<file path="src/rtl/pipe_ctrl.sv">
// ---------------------------------------------------------------------------
// pipe_ctrl
//
// Hazard and stall controller for a classic five-stage in-order pipeline.
// It combines three sources of pipeline control:
//   * memory freeze : a data-memory access in EX/MEM that is not yet
//                     complete freezes every stage up to EX/MEM and drops a
//                     bubble into MEM/WB until the memory answers
//   * branch flush  : a taken branch/jump resolved in EX squashes the two
//                     younger instructions in IF/ID and ID/EX
//   * load-use      : an instruction in ID that needs the result of a load
//                     still in EX is held for one cycle while a bubble is
//                     inserted into ID/EX
// Priority is freeze > branch flush > load-use.
//
// A memory wait that never completes is aborted after WAIT_TIMEOUT cycles
// in MEM_WAIT; bus_err pulses for that one cycle and the freeze is released
// in the same cycle.
//
// Parameters
//   WAIT_TIMEOUT  maximum MEM_WAIT cycles before the bus-error abort
//   CNT_W         width of the optional performance counters
//
// Ports
//   clk              in   rising-edge clock
//   reset            in   asynchronous active-low reset
//   id_rs1, id_rs2   in   source registers of the instruction in ID
//   id_use_rs1/rs2   in   the ID instruction really reads rs1 / rs2
//   ex_rd            in   destination register of the instruction in EX
//   ex_mem_re        in   the instruction in EX is a load
//   ex_branch_taken  in   EX resolved a taken branch or jump
//   mem_req          in   EX/MEM holds a load or store
//   mem_ready        in   data memory completes the access this cycle
//   pc_stall, ifid_stall, idex_stall, exmem_stall
//                    out  hold the corresponding register
//   ifid_flush, idex_flush, memwb_flush
//                    out  load a bubble into the corresponding register
//   bus_err          out  one-cycle pulse on a memory-wait timeout
//   stall_cnt        out  cycles with pc_stall=1 (PIPE_CTRL_PERF_EN only)
//   flush_cnt        out  cycles with ifid_flush|idex_flush=1
//                         (PIPE_CTRL_PERF_EN only)
//
// Build option
//   PIPE_CTRL_PERF_EN  when defined, adds the saturating stall_cnt and
//                      flush_cnt performance counters and their ports.
//
// While reset is low every stall output is 0 and every flush output is 1,
// so the pipeline registers are filled with bubbles.
// ---------------------------------------------------------------------------
module pipe_ctrl #(
   parameter int WAIT_TIMEOUT = 255,
   parameter int CNT_W        = 32
) (
   input  logic             clk,
   input  logic             reset,
   input  logic [4:0]       id_rs1,
   input  logic [4:0]       id_rs2,
   input  logic             id_use_rs1,
   input  logic             id_use_rs2,
   input  logic [4:0]       ex_rd,
   input  logic             ex_mem_re,
   input  logic             ex_branch_taken,
   input  logic             mem_req,
   input  logic             mem_ready,
   output logic             pc_stall,
   output logic             ifid_stall,
   output logic             idex_stall,
   output logic             exmem_stall,
   output logic             ifid_flush,
   output logic             idex_flush,
   output logic             memwb_flush,
   output logic             bus_err
`ifdef PIPE_CTRL_PERF_EN
   ,
   output logic [CNT_W-1:0] stall_cnt,
   output logic [CNT_W-1:0] flush_cnt
`endif
);

   // The wait counter only has to reach WAIT_TIMEOUT, so it is sized to
   // hold exactly that value (at least one bit).
   localparam int WAIT_W = (WAIT_TIMEOUT < 1) ? 1 : $clog2(WAIT_TIMEOUT + 1);
   localparam logic [WAIT_W-1:0] WAIT_LIMIT = WAIT_W'(WAIT_TIMEOUT);

   // Reject meaningless parameter values at elaboration time.
   if (WAIT_TIMEOUT < 0 || CNT_W < 1) begin : g_param_check
      $error("pipe_ctrl: WAIT_TIMEOUT must be >= 0 and CNT_W must be >= 1");
   end

   typedef enum logic {
      RUN      = 1'b0,
      MEM_WAIT = 1'b1
   } state_t;

   state_t            state;
   state_t            state_next;
   logic [WAIT_W-1:0] wait_cnt;
   logic [WAIT_W-1:0] wait_cnt_next;

   logic load_use;
   logic wait_timeout;
   logic frozen;

   // A load in EX whose destination is read by the instruction in ID.
   // x0 is hard-wired to zero, so a load targeting it never creates a
   // dependency even if ID names x0 as a source.
   assign load_use = ex_mem_re && (ex_rd != 5'd0) &&
                     ((id_use_rs1 && (id_rs1 == ex_rd)) ||
                      (id_use_rs2 && (id_rs2 == ex_rd)));

   // The timeout cycle is the MEM_WAIT cycle in which the counter has
   // reached the limit and the memory still has not answered. A mem_ready
   // in that same cycle wins: the access simply completes.
   assign wait_timeout = (state == MEM_WAIT) && !mem_ready &&
                         (wait_cnt == WAIT_LIMIT);

   // Freeze is combinational on mem_ready so the cycle in which memory
   // answers already runs. The timeout cycle also runs, which lets the
   // aborted access leave EX/MEM.
   assign frozen = ((state == RUN) && mem_req && !mem_ready) ||
                   ((state == MEM_WAIT) && !mem_ready && !wait_timeout);

   // State is forced to RUN by reset, so bus_err is automatically low while
   // reset is held; the explicit gate keeps that obvious to a reader.
   assign bus_err = reset && wait_timeout;

   // State register and wait counter. An asynchronous reset aborts any
   // wait in progress without producing a bus_err pulse, and the first
   // clock after release starts from RUN with a clean counter.
   always_ff @(posedge clk or negedge reset) begin
      if (!reset) begin
         state    <= RUN;
         wait_cnt <= '0;
      end else begin
         state    <= state_next;
         wait_cnt <= wait_cnt_next;
      end
   end

   // Next-state logic. The counter is cleared on the way into MEM_WAIT and
   // counts each MEM_WAIT cycle after that; it never passes WAIT_LIMIT
   // because the timeout cycle always returns to RUN.
   always_comb begin
      state_next    = state;
      wait_cnt_next = wait_cnt;
      unique case (state)
         RUN: begin
            if (mem_req && !mem_ready) begin
               state_next    = MEM_WAIT;
               wait_cnt_next = '0;
            end
         end
         MEM_WAIT: begin
            if (mem_ready || wait_timeout) begin
               state_next = RUN;
            end else begin
               wait_cnt_next = wait_cnt + WAIT_W'(1);
            end
         end
         default: begin
            state_next    = RUN;
            wait_cnt_next = '0;
         end
      endcase
   end

   // Pipeline control outputs, in priority order.
   //   reset    : no stalls, flush everything to inject bubbles
   //   frozen   : hold PC..EX/MEM, bubble into MEM/WB; branch and load-use
   //              wait because EX inputs are held and will be seen again
   //              in the first unfrozen cycle
   //   branch   : squash IF/ID and ID/EX, PC is free to take the redirect;
   //              a simultaneous load-use is irrelevant since the ID
   //              instruction is being squashed anyway
   //   load-use : hold PC and IF/ID, bubble into ID/EX, one bubble per
   //              hazard cycle
   always_comb begin
      pc_stall    = 1'b0;
      ifid_stall  = 1'b0;
      idex_stall  = 1'b0;
      exmem_stall = 1'b0;
      ifid_flush  = 1'b0;
      idex_flush  = 1'b0;
      memwb_flush = 1'b0;
      if (!reset) begin
         ifid_flush  = 1'b1;
         idex_flush  = 1'b1;
         memwb_flush = 1'b1;
      end else if (frozen) begin
         pc_stall    = 1'b1;
         ifid_stall  = 1'b1;
         idex_stall  = 1'b1;
         exmem_stall = 1'b1;
         memwb_flush = 1'b1;
      end else if (ex_branch_taken) begin
         ifid_flush = 1'b1;
         idex_flush = 1'b1;
      end else if (load_use) begin
         pc_stall   = 1'b1;
         ifid_stall = 1'b1;
         idex_flush = 1'b1;
      end
   end

`ifdef PIPE_CTRL_PERF_EN
   // Performance counters: stall_cnt counts cycles where the PC is held,
   // flush_cnt counts cycles where a front-end bubble is inserted. Both
   // stop at all-ones rather than wrapping so a long run never reports a
   // misleadingly small number.
   always_ff @(posedge clk or negedge reset) begin
      if (!reset) begin
         stall_cnt <= '0;
         flush_cnt <= '0;
      end else begin
         if (pc_stall && (stall_cnt != '1)) begin
            stall_cnt <= stall_cnt + CNT_W'(1);
         end
         if ((ifid_flush || idex_flush) && (flush_cnt != '1)) begin
            flush_cnt <= flush_cnt + CNT_W'(1);
         end
      end
   end
`endif

endmodule

</file>
<file path="config.mk">
export PLATFORM = sky130hd
export DESIGN_NAME = pipe_ctrl
export DESIGN_NICKNAME = d
export VERILOG_FILES = /design/src/rtl/pipe_ctrl.sv
export SDC_FILE = /design/constraint.sdc
export NUM_CORES = 1
export LEC_CHECK = 0
export CORE_UTILIZATION = 35
export CTS_BUF_LIST = sky130_fd_sc_hd__clkbuf_4 sky130_fd_sc_hd__clkbuf_8 sky130_fd_sc_hd__clkbuf_16
export DETAILED_ROUTE_END_ITERATION = 12
export GPL_TIMING_DRIVEN = 0
export HOLD_SLACK_MARGIN = 0.06
export PLACE_DENSITY_LB_ADDON = 0.05
export SLEW_MARGIN = 5
export SYNTH_ARGS = -nofsm -noshare
export SYNTH_HDL_FRONTEND = slang
export SYNTH_SLANG_ARGS = --single-unit
</file>
<file path="constraint.sdc">
create_clock -name clk -period 1.7 [get_ports clk]
set_input_delay 0.255 -clock clk [delete_from_list [all_inputs] [get_ports clk]]
set_output_delay 0.255 -clock clk [all_outputs]
set_load 0.05 [all_outputs]
</file>
After elaboration in Yosys (flattened, before gate mapping):

Cells that the tools add are included.

* register bits: 9
* input port bits: 23
* output and inout bits: 8
* word-level logic and storage cells: 46

* add/subtract/negate cells: 1
* eq/ne operators: 5
* mux-type cells: 19
* bitwise logic cells: 1
* reductions and logical operators: 18

Operators by type and width (number)
* $mux 8: 2
* $pmux 8 s2: 1
* $mux 1: 15
* $logic_and 1x1->1: 11
* $eq 5x5->1: 2
* $add 8x1->8 const B: 1
* $eq 8x8->1 const B: 1
* $reduce_bool 5->1: 1
* $logic_or 1x1->1: 3
* $logic_not 1->1: 2
* $ne 2x1->1 const B: 1
* $ne 2x2->1 const B: 1
* $pmux 1 s2: 1
* $reduce_and 2->1: 1
* $not 1->1: 1

Depth between registers and ports, before layout:

Gate-level depths: netlist of run 1.

* word-level depth: 8
* gate-level depth with buffers: 6
* mapped depth without buffers: 5

Worst setup path after synthesis of run 1:

Ideal clock, no wire load.

* path kind: input -> output
* start: input ex_rd[2]
* end: output pc_stall
* data arrival time: 1.993 ns
* data required time: 1.445 ns
* setup slack: -0.548 ns
* stages on the path: 5
* path buffers: 1
* cell sequence: or4_1 o21ai_1 or3b_2 o2bb2ai_1 buf_4

* word-level cells in the longest chain between the ends: 8
* elaborated cells between the ends (all ways): 12
* classes of those cells: eq/ne (2); mux (4); reduce/logical (6)

RTL lines
* start: declaration: line 60 `input logic [4:0] ex_rd,`
* $eq 5x5->1, on equally long branches: line 108, 109
* $logic_and 1x1->1, on equally long branches: line 108, 109
* $logic_or 1x1->1: line 108 `((id_use_rs1 && (id_rs1 == ex_rd)) ||`
* $logic_and 1x1->1 *: line 107 `assign load_use = ex_mem_re && (ex_rd != 5'd0) &&`
* $mux 1 * (4 in series)
* end: declaration: line 65 `output logic pc_stall,`

Every way passes the cells marked *; elsewhere a longest branch is shown, timed or not.

Worst setup path after layout of run 1:

* start: input ex_mem_re
* end: output pc_stall

* word-level cells in the longest chain between the ends: 6

RTL lines
* start: declaration: line 61 `input logic ex_mem_re,`
* $logic_and 1x1->1 (2 in series): line 107
* $mux 1: line 198 `end else if (load_use) begin`
* $mux 1: line 195 `end else if (ex_branch_taken) begin`
* $mux 1: line 189 `end else if (frozen) begin`
* $mux 1: line 185 `if (!reset) begin`

Every way passes these cells.

==> impl_summary.log, run 1 <==
INFO  metric gr-usage-met1 = 25.12%
INFO  metric end_kind = primary output
INFO  metric numClockSinks = 9
INFO  metric synthesis.area_per_instance = 9.471 um2
INFO  metric report.final.setup_viol = 9
INFO  metric setup-tns-final = -1.319 ns
INFO  metric floorplan.initialDensity = 38.25%
INFO  metric cts.reportedPaths.clkPinSlew = 0.06 ns
INFO  metric height_of_the_die = 46.14 um
INFO  metric post_synth_instance_area = 681.9 um2
INFO  metric dpl-instance-area = 0.001046 mm2
INFO  metric placer_congestion = 0.7363
INFO  metric fmax = 0.5085 GHz
INFO  metric synth-edff-count = 0
INFO  metric remaining_drc_errors = 0
INFO  metric layout-drive-gt1-share = 44.63%
INFO  metric worst_ep_arrival_time = 1.71 ns
INFO  metric top_usage_layer = met2
INFO  metric die-area = 0.002129 mm2
INFO  metric leakage = 0.5743 nW
INFO  metric synth_top_flop_cell = dfrtp_1
INFO  metric gr-usage-all-layers = 20.53%
INFO  metric synthesis.nets = 96
INFO  metric setup_ws = -0.2664 ns
INFO  metric dpl.hpwl = 1176 um
INFO  metric placeableCoreArea = 0.001783 mm2
INFO  metric port_buffers = 30
INFO  metric timing.final.crit_share = 115.7%
INFO  metric cts_tree = yes
INFO  metric drt_pre_antenna_iters = 2
INFO  metric num_antenna_cells = 0
INFO  metric max_cap_viol_count = 0
INFO  metric switching_share = 33.26%
INFO  metric critical-path-slowest-cell = clkdlybuf4s50_1
INFO  metric cp_data_required_time = 1.44 ns
INFO  metric slew_headroom = 72.71%
INFO  metric cellPowerDensity = 610.3 mW/mm2
INFO  metric netlist_top_cells_area = dfrtp_1, xor2_1, o21ai_0
INFO  metric synth-seq-area-share = 33.03%
INFO  metric wire_length_of_the_first_global_routing_pass = 3049 um
INFO  metric critPathMaxFanout = 2
INFO  metric worst-slew-pin-transition = 0.4081 ns
INFO  metric die_w = 46.14 um
INFO  metric floorplan.rows = 15
INFO  metric clockBufferDepth = 2
INFO  metric initial_antenna_violation_count = 0
INFO  metric path_buf_inv = 3
INFO  metric post-route-util = 71.02%
INFO  metric layout.cells.most_common = buf_4
INFO  metric ios = 31
INFO  metric post_layout_inst_area = 0.001266 mm2
INFO  metric fin_cells = 146
INFO  metric place.detailed.instances = 127
INFO  metric hold_path_class = register to register
INFO  metric grt_overflow_total = 0
INFO  metric routed_wire_length_per_instance = 12.38 um
INFO  metric rsz0062_at_grt = yes
INFO  metric most-common-layout-cells = buf_4, xor2_1, clkdlybuf4s50_1
INFO  metric yosys_register_bits = 9
INFO  metric finalWirelength = 1808 um
INFO  metric detailedPlace.worstSlack = -1.337 ns
INFO  metric power.net_switching = 0.0002570 W
INFO  metric final-hold-violation-count = 0
INFO  metric outcome = finished with violations
INFO  metric cell_chain_critical_path = clkdlybuf4s50_1, o21ai_2, or3b_2, o2bb2ai_2, buf_4, buf_6
INFO  metric synth_cell_types = 34
INFO  metric worst_path_largest_cell_delay = 0.48 ns
INFO  metric grtUsageMet2 = 34.93%
INFO  metric worstSkewPairLatency = 0.26 ns
INFO  metric first_global_vias = 700
INFO  metric yosys_warnings = 0
INFO  metric slew_violations = 0
INFO  metric drtIter0Drc = 5
INFO  metric gr-usage-met3 = 2.353%
INFO  metric failed_checks = setup timing
INFO  metric drt-vias-per-instance = 4.849
INFO  metric nNetsFinal = 146
INFO  metric worst_setup_path_start_kind = input port
INFO  metric clock_skew = 0.006118 ns
INFO  metric min_period = 1.966 ns
INFO  metric via_count = 708
INFO  metric yosys.area.top_type_share = 33.03%
INFO  metric irDropWorstVdd = 0.3773 mV
INFO  metric cts-buffers-inserted = 3
INFO  metric sequentialPowerShare = 33.0%
INFO  metric post_synth_inst_count = 72
INFO  metric share_comb_of_total_power = 43.5%
INFO  metric postSynth.asyncResetShare = 100.0%
INFO  metric path_class = input port to primary output
INFO  metric synthDominantAreaCellType = dfrtp_1
INFO  metric critical_path.top_delay_family = buffers and inverters
INFO  metric clk_root_buffer_cell = clkbuf_4
INFO  metric syn_to_final_growth = 85.69%
INFO  metric intPower = 0.0005158 W
INFO  metric drtAntennaViolNets = 0
INFO  metric largest_net_degree_at_the_start_of_global_routing = 10
INFO  metric count_of_h_tree_levels_built_during_cts = 1
INFO  metric clock_power_share = 23.5%
## through the flow
stage                     power [W]  hold WS (ns)
after global routing      0.0008179        0.5915
after CTS                 0.0007344        0.5696
after global placement    0.0004956        0.5087
after floorplan           0.0003932      -0.04059
after detailed placement  0.0004997        0.5159
final                     0.0007728        0.5700
## cells in the mapped netlist, types with 2 or more instances
library cell and n:
o21ai_0 5, buf_4 2, dfrtp_1 9, xnor2_1 2
xor2_1 10, a21oi_1 3, nor2_1 3, nand3_1 4
inv_1 2, or3_1 3, nand2_1 5, nor4_1 2
## area by class of cell
class / instances / area [um2]
tap: 25 / 31.28
inverter: 2 / 7.507
clock buffer: 4 / 30.03
timing repair buffer: 45 / 430.4
buffer: 2 / 18.77
fill: 139 / 516.7
multi-input combinational: 59 / 520.5
sequential: 9 / 227.7
## repair_timing
item	4_1_cts	5_1_grt
setup buffers	10	4
resized for setup	78	16
pin swaps	8	9
endpoints found under the hold margin	9	0
setup endpoints to repair	8	12
hold buffers	1	0
## logic make-up (layout without fill, tap and decap cells)
group	count (synthesis)	count (layout)	synth area share [%]
simple gates	30	30	28.44
compound gates	16	16	17.98
buf+inv	4	53	3.303
xor+xnor	12	12	15.41
fa+ha+maj	1	1	1.835
flops	9	9	33.03
## sequential cells by signal, indices dropped and copies added, names as in the netlist
register and count:
wait_cnt 8, state 1
## routing by layer
layer | part of all wire [%] | vias up
li1 | - | 358
met1 | 45 | 319
met2 | 48 | 27
met3 | 5.1 | 4
met4 | 1.5 | 0
met5 | 0 | -
## power groups by stage
stage,combinational [W],clock [W],sequential (W)
2_1_floorplan,0.000142,0,0.000252
3_3_place_gp,0.000241,0,0.000255
3_5_place_dp,0.000245,0,0.000255
4_1_cts,0.000301,0.000186,0.000247
5_1_grt,0.000363,0.000198,0.000257
6_report,0.000336,0.000181,0.000255
## final timing paths
check	startpoint	end	slack, ns	depth (start not counted)
min in group asynchronous	reset	wait_cnt[3]	0.73	2
min	wait_cnt[6]	wait_cnt[6]	0.57	1
min reg2reg	wait_cnt[6]	wait_cnt[6]	0.57	1
max in group asynchronous	reset	wait_cnt[4]	0.65	2
max	ex_mem_re	pc_stall	-0.27	6
max reg2reg	wait_cnt[0]	wait_cnt[5]	-0.02	8
Power figures use the tool's default switching activity.
==> inputs of run 2 (changes only) <==
--- a/config.mk
+++ b/config.mk
@@ -5,13 +5,14 @@
 export SDC_FILE = /design/constraint.sdc
 export NUM_CORES = 1
 export LEC_CHECK = 0
-export CORE_UTILIZATION = 35
+export CORE_UTILIZATION = 40
 export CTS_BUF_LIST = sky130_fd_sc_hd__clkbuf_4 sky130_fd_sc_hd__clkbuf_8 sky130_fd_sc_hd__clkbuf_16
 export DETAILED_ROUTE_END_ITERATION = 12
 export GPL_TIMING_DRIVEN = 0
 export HOLD_SLACK_MARGIN = 0.06
-export PLACE_DENSITY_LB_ADDON = 0.05
+export PLACE_DENSITY = 0.78
 export SLEW_MARGIN = 5
 export SYNTH_ARGS = -nofsm -noshare
 export SYNTH_HDL_FRONTEND = slang
 export SYNTH_SLANG_ARGS = --single-unit
+export TNS_END_PERCENT = 10
==> run 2 against run 1 <==
The flow still finishes with violations (setup timing). Largest power group unchanged. Clock power about the same. Non-clock buffer count shrank 2. Maximum frequency hardly changed. Critical path type is now register to primary output. Critical endpoint is now idex_flush. Sequential share of layout area rose by 0.79 points. Clock skew grew 0.0026 ns.
==> impl_summary.log, run 2 (same netlist as run 1, synthesis figures left out) <==
INFO  metric placer_congestion = 0.7395
INFO  metric most_flops_register = wait_cnt
INFO  metric ios = 31
INFO  metric fin_cells = 135
INFO  metric setup_ws = -0.2661 ns
INFO  metric layout_top_registers = wait_cnt (8), state (1)
INFO  metric height_of_the_die = 43.29 um
INFO  metric clk_root_buffer_cell = clkbuf_4
INFO  metric fmax = 0.5086 GHz
INFO  metric floorplan.rows = 14
INFO  metric worstSkewPairLatency = 0.27 ns
INFO  metric cts_tree = yes
INFO  metric cp_data_required_time = 1.44 ns
INFO  metric clockBufferDepth = 2
INFO  metric path_class = register to primary output
INFO  metric remaining_drc_errors = 0
INFO  metric min_period = 1.966 ns
INFO  metric outcome = finished with violations
INFO  metric worst-slew-pin-transition = 0.4477 ns
INFO  metric final-hold-violation-count = 0
INFO  metric die-area = 0.001874 mm2
INFO  metric post_layout_inst_area = 0.001206 mm2
INFO  metric worst_ep_arrival_time = 1.71 ns
INFO  metric port_buffers = 30
INFO  metric die_w = 43.29 um
INFO  metric ff2ff_path_depth = 7
INFO  metric drt-vias-per-instance = 5.141
INFO  metric dpl-instance-area = 0.001023 mm2
INFO  metric num_antenna_cells = 0
INFO  metric slew_violations = 0
INFO  metric total_power = 0.0007646 W
INFO  metric irDropWorstVdd = 0.6014 mV
INFO  metric cts-buffers-inserted = 3
INFO  metric dpl.hpwl = 1349 um
INFO  metric numClockSinks = 9
INFO  metric nNetsFinal = 144
INFO  metric first_global_vias = 706
INFO  metric leakage = 0.5370 nW
INFO  metric report.final.setup_viol = 8
INFO  metric wire_length_of_the_first_global_routing_pass = 3215 um
INFO  metric finalWirelength = 2049 um
INFO  metric max_cap_viol_count = 0
INFO  metric most-common-layout-cells = buf_4, xor2_1, dlygate4sd2_1
INFO  metric critPathMaxFanout = 4
INFO  metric worst_setup_path_start_kind = register
INFO  metric placeableCoreArea = 0.001541 mm2
INFO  metric hold_end = wait_cnt[7]
INFO  metric layout-drive-gt1-share = 41.18%
INFO  metric place.detailed.instances = 118
INFO  metric via_count = 694
INFO  metric critical_path.reg2reg.startpoint = wait_cnt[1]
INFO  metric crit_reg_reg_endpoint = wait_cnt[2]
INFO  metric hold_path_class = register to register
INFO  metric number_of_flip_flops_under_the_largest_register_name = 8
INFO  metric floorplan.initialDensity = 44.24%
INFO  metric largest_net_degree_at_the_start_of_global_routing = 10
INFO  metric hp-start = wait_cnt[7]
INFO  metric gr-usage-all-layers = 24.32%
INFO  metric failed_checks = setup timing
INFO  metric timing.final.crit_share = 115.7%
INFO  metric drt_pre_antenna_iters = 4
INFO  metric cts.reportedPaths.clkPinSlew = 0.06 ns
INFO  metric timing.reg2reg.setup_slack = 0.05 ns
INFO  metric hold-path-cell-count = 2
INFO  metric drtIter0Drc = 12
INFO  metric slew_headroom = 70.06%
INFO  metric grt_overflow_total = 0
INFO  metric initial_antenna_violation_count = 0
INFO  metric drtAntennaViolNets = 0
INFO  metric cellPowerDensity = 633.9 mW/mm2
INFO  metric worst_hold_slack = 0.6101 ns
INFO  metric routed_wire_length_per_instance = 15.18 um
INFO  metric layout.cells.most_common = buf_4
INFO  metric count_of_h_tree_levels_built_during_cts = 1
INFO  metric rsz0062_at_grt = yes
INFO  metric syn_to_final_growth = 76.88%
INFO  metric end_kind = primary output
INFO  metric post-route-util = 78.25%
INFO  metric clock_skew = 0.008670 ns
==> run 2: cell types whose count changed in the layout (fill, tap and decap cells not counted), moves of 2 or more <==
cell / change
buf_8: -2
buf_2: +2
clkdlybuf4s15_2: +2
dlygate4sd2_1: +2
dlymetal6s2s_1: -3
clkbuf_2: -2
==> run 2: layout make-up <==
cell class,instances,area (um2)
Fill cell,109,335.3
Buffer,2,15.01
Sequential cell,9,226.5
Timing Repair Buffer,43,392.9
Multi-Input combinational cell,59,514.2
Tap cell,16,20.02
Clock buffer,4,30.03
Inverter,2,7.507
==> run 2: metal layers <==
metal  part of all wire [%]  up-vias  GRT usage, %
met1                     43      320         29.14
li1                       -      359             -
met4                    1.1        0         7.273
met5                      0        -             0
met3                    3.9        4         8.936
met2                     52       11         40.30
==> run 2: stage by stage <==
stage	setup WS, ns	TNS, ns
2_1_floorplan	-0.2496	-0.5558
3_3_place_gp	-1.319	-7.784
3_5_place_dp	-1.324	-7.793
4_1_cts	-0.2326	-1.152
5_1_grt	-0.3499	-1.994
6_report	-0.2661	-1.459
==> run 2: worst max-delay path, cell delays in order, from the launching register on <==
cell and delay (ns):
dfrtp_1 0.39, ha_4 0.17, nand3_4 0.09, o21ai_4 0.22, nand2_4 0.10, o311ai_4 0.28
buf_6 0.20
==> run 2: timing repair <==
| item | in CTS | in global routing |
|---|---|---|
| hold buffers | 1 | 0 |
| hold endpoints to repair | 9 | 0 |
| pin swaps | 12 | 2 |
| resized for setup | 92 | 2 |
| setup buffers | 9 | 3 |
| endpoints found under the setup margin | 8 | 9 |
==> run 2: where the power goes <==
group	switching (W)	internal, W
Sequential	0.0000205	0.000234
Combinational	0.000162	0.000165
Clock	0.0000772	0.000106
==> run 2: worst max path at each step <==
stage	startpoint	endpoint	slack, ns	depth (start not counted)
final	wait_cnt[1]	idex_flush	-0.27	6
after detailed placement	reset	pc_stall	-1.32	5
after global placement	reset	pc_stall	-1.32	5
after floorplan	ex_rd[3]	pc_stall	-0.25	5
after global routing	wait_cnt[1]	idex_flush	-0.35	6
after CTS	ex_mem_re	pc_stall	-0.23	6
==> inputs of run 3 (changes only) <==
--- a/config.mk
+++ b/config.mk
@@ -5,9 +5,11 @@
 export SDC_FILE = /design/constraint.sdc
 export NUM_CORES = 1
 export LEC_CHECK = 0
+export CORE_MARGIN = 5
 export CORE_UTILIZATION = 40
 export CTS_BUF_LIST = sky130_fd_sc_hd__clkbuf_4 sky130_fd_sc_hd__clkbuf_8 sky130_fd_sc_hd__clkbuf_16
 export DETAILED_ROUTE_END_ITERATION = 12
+export GPL_ROUTABILITY_DRIVEN = 0
 export GPL_TIMING_DRIVEN = 0
 export HOLD_SLACK_MARGIN = 0.06
 export PLACE_DENSITY = 0.78
==> run 3 against run 2 <==
The flow still finishes with violations (setup timing). Utilization decreased by 6.8 points. Maximum frequency up 0.91%. Sequential power barely moved. Power is 2.0% lower. Cell count fell by 1.5%. Critical endpoint is now pc_stall.
==> impl_summary.log, run 3 (same netlist as run 1, synthesis figures left out) <==
INFO  metric placeableCoreArea = 0.001670 mm2
INFO  metric drt-vias-per-instance = 5.391
INFO  metric leakage = 0.5224 nW
INFO  metric routed_wire_length_per_instance = 15.85 um
INFO  metric count_of_h_tree_levels_built_during_cts = 1
INFO  metric slew_violations = 0
INFO  metric die_w = 51.29 um
INFO  metric via_count = 717
INFO  metric clk_root_buffer_cell = clkbuf_4
INFO  metric dpl.hpwl = 1519 um
INFO  metric drtAntennaViolNets = 0
INFO  metric worst-slew-pin-transition = 0.4351 ns
INFO  metric critPathMaxFanout = 2
INFO  metric ios = 31
INFO  metric largest_net_degree_at_the_start_of_global_routing = 10
INFO  metric path_class = input port to primary output
INFO  metric worst_ep_arrival_time = 1.69 ns
INFO  metric cts.reportedPaths.clkPinSlew = 0.06 ns
INFO  metric irDropWorstVdd = 0.7102 mV
INFO  metric path_buf_inv = 3
INFO  metric timing.final.crit_share = 114.6%
INFO  metric worst_path_largest_cell_delay = 0.34 ns
INFO  metric grt_overflow_total = 0
INFO  metric final-hold-violation-count = 0
INFO  metric end_kind = primary output
INFO  metric worst_setup_path_start_kind = input port
INFO  metric remaining_drc_errors = 0
INFO  metric setup_ws = -0.2482 ns
INFO  metric setup-tns-final = -1.173 ns
INFO  metric critical_path.top_delay_family = buffers and inverters
INFO  metric gr-usage-met3 = 4.665%
INFO  metric floorplan.initialDensity = 40.82%
INFO  metric top_usage_layer = met2
INFO  metric clockBufferDepth = 2
INFO  metric gr-usage-met1 = 17.95%
INFO  metric fmax = 0.5133 GHz
INFO  metric port_buffers = 30
INFO  metric die-area = 0.002631 mm2
INFO  metric failed_checks = setup timing
INFO  metric max_cap_viol_count = 0
INFO  metric number_of_flip_flops_under_the_largest_register_name = 8
INFO  metric most_flops_register = wait_cnt
INFO  metric worstSkewPairLatency = 0.26 ns
INFO  metric slew_headroom = 70.90%
INFO  metric drtIter0Drc = 2
INFO  metric hold_path_class = register to register
INFO  metric layout.cells.most_common = buf_4
INFO  metric min_period = 1.948 ns
INFO  metric syn_to_final_growth = 75.05%
INFO  metric detailedPlace.worstSlack = -1.338 ns
INFO  metric report.final.setup_viol = 7
INFO  metric cp_data_required_time = 1.44 ns
INFO  metric first_global_vias = 765
INFO  metric height_of_the_die = 51.29 um
INFO  metric layout-drive-gt1-share = 38.79%
INFO  metric cts-buffers-inserted = 3
INFO  metric finalWirelength = 2108 um
INFO  metric wire_length_of_the_first_global_routing_pass = 3291 um
INFO  metric cell_chain_critical_path = dlygate4sd2_1, xor2_1, nor4_2, a32oi_2, o2bb2ai_2, buf_4, buf_8
INFO  metric num_antenna_cells = 0
INFO  metric cellPowerDensity = 627.6 mW/mm2
INFO  metric most-common-layout-cells = buf_4, xor2_1, clkdlybuf4s50_1
INFO  metric critical-path-slowest-cell = nor4_2
INFO  metric nNetsFinal = 141
INFO  metric timing.critical_path.from = id_rs2[3]
INFO  metric floorplan.rows = 15
INFO  metric cts_tree = yes
INFO  metric numClockSinks = 9
INFO  metric clock_skew = 0.001301 ns
INFO  metric hp-start = wait_cnt[6]
INFO  metric critical_path.reg2reg.startpoint = wait_cnt[0]
INFO  metric grtUsageMet2 = 30.04%
INFO  metric drt_pre_antenna_iters = 2
INFO  metric layout_top_registers = wait_cnt (8), state (1)
INFO  metric initial_antenna_violation_count = 0
INFO  metric gr-usage-all-layers = 16.74%
INFO  metric worst_hold_slack = 0.5831 ns
INFO  metric rsz0062_at_grt = yes
INFO  metric outcome = finished with violations
## run 3: cell count changes in the layout (fill, tap and decap cells not counted)
| cell | previous run | this run |
|---|---|---|
| dlygate4sd2_1 | 9 | 8 |
| clkdlybuf4s15_2 | 3 | 4 |
| buf_4 | 15 | 11 |
| o21ai_2 | 0 | 1 |
| clkdlybuf4s15_1 | 0 | 1 |
| buf_6 | 6 | 7 |
| clkdlybuf4s50_1 | 8 | 9 |
| o21ai_4 | 2 | 1 |
| buf_2 | 2 | 0 |
## run 3: cell type report
cell class / instances / area [um2]
Buffer: 2 / 15.01
Timing Repair Buffer: 40 / 386.6
Multi-Input combinational cell: 59 / 506.7
Inverter: 2 / 7.507
Clock buffer: 4 / 30.03
Fill cell: 126 / 476.7
Sequential cell: 9 / 226.5
Tap cell: 17 / 21.27
## run 3: path summary, 6_finish.rpt
kind	end	slack (ns)	depth (start not counted)
worst max-delay path	pc_stall	-0.25	7
worst min-delay path	wait_cnt[6]	0.58	1
worst max register to register	wait_cnt[5]	0.18	6
worst min register to register	wait_cnt[6]	0.58	1
max in group asynchronous	wait_cnt[4]	0.63	2
min in group asynchronous	wait_cnt[7]	0.74	2
## run 3: worst register-to-register path, cell delays in order (launching register included)
cell      delay, ns
dfrtp_1        0.41
ha_4           0.18
nand3_4        0.09
buf_4          0.13
o211ai_2       0.14
or3_1          0.37
a21oi_1        0.14
## run 3: per-stage QoR
step	area [um2]	total power, W	std cells	utilization (%)
floorplan	703.2	0.0003875	72	-
global placement	1025	0.0004892	119	61.35
detailed placement	1025	0.0004982	119	61.35
CTS	1166	0.0007379	130	69.81
global route	1194	0.0007947	133	71.46
finish	1194	0.0007492	133	71.46
## run 3: repair_timing
| action | 4_1_cts | 5_1_grt |
|---|---|---|
| hold buffers | 1 | 0 |
| cloned | 0 | 0 |
| setup endpoints to repair | 8 | 7 |
| gates resized for setup | 88 | 2 |
| endpoints found under the hold margin | 9 | 0 |
| pin swaps | 8 | 4 |
| buffers inserted | 6 | 3 |
## run 3: layer usage
metal  part of all wire, %  routed length (um)
met5                     0                   0
met4                   2.9                  61
met3                   3.7                  78
met2                    57                1194
met1                    37                 775
## run 3: report_power, final
| group | total (W) | switching, W | internal, W |
|---|---|---|---|
| Combinational | 0.000318 | 0.000157 | 0.000161 |
| Clock | 0.000177 | 0.0000705 | 0.000106 |
| Sequential | 0.000254 | 0.0000201 | 0.000234 |
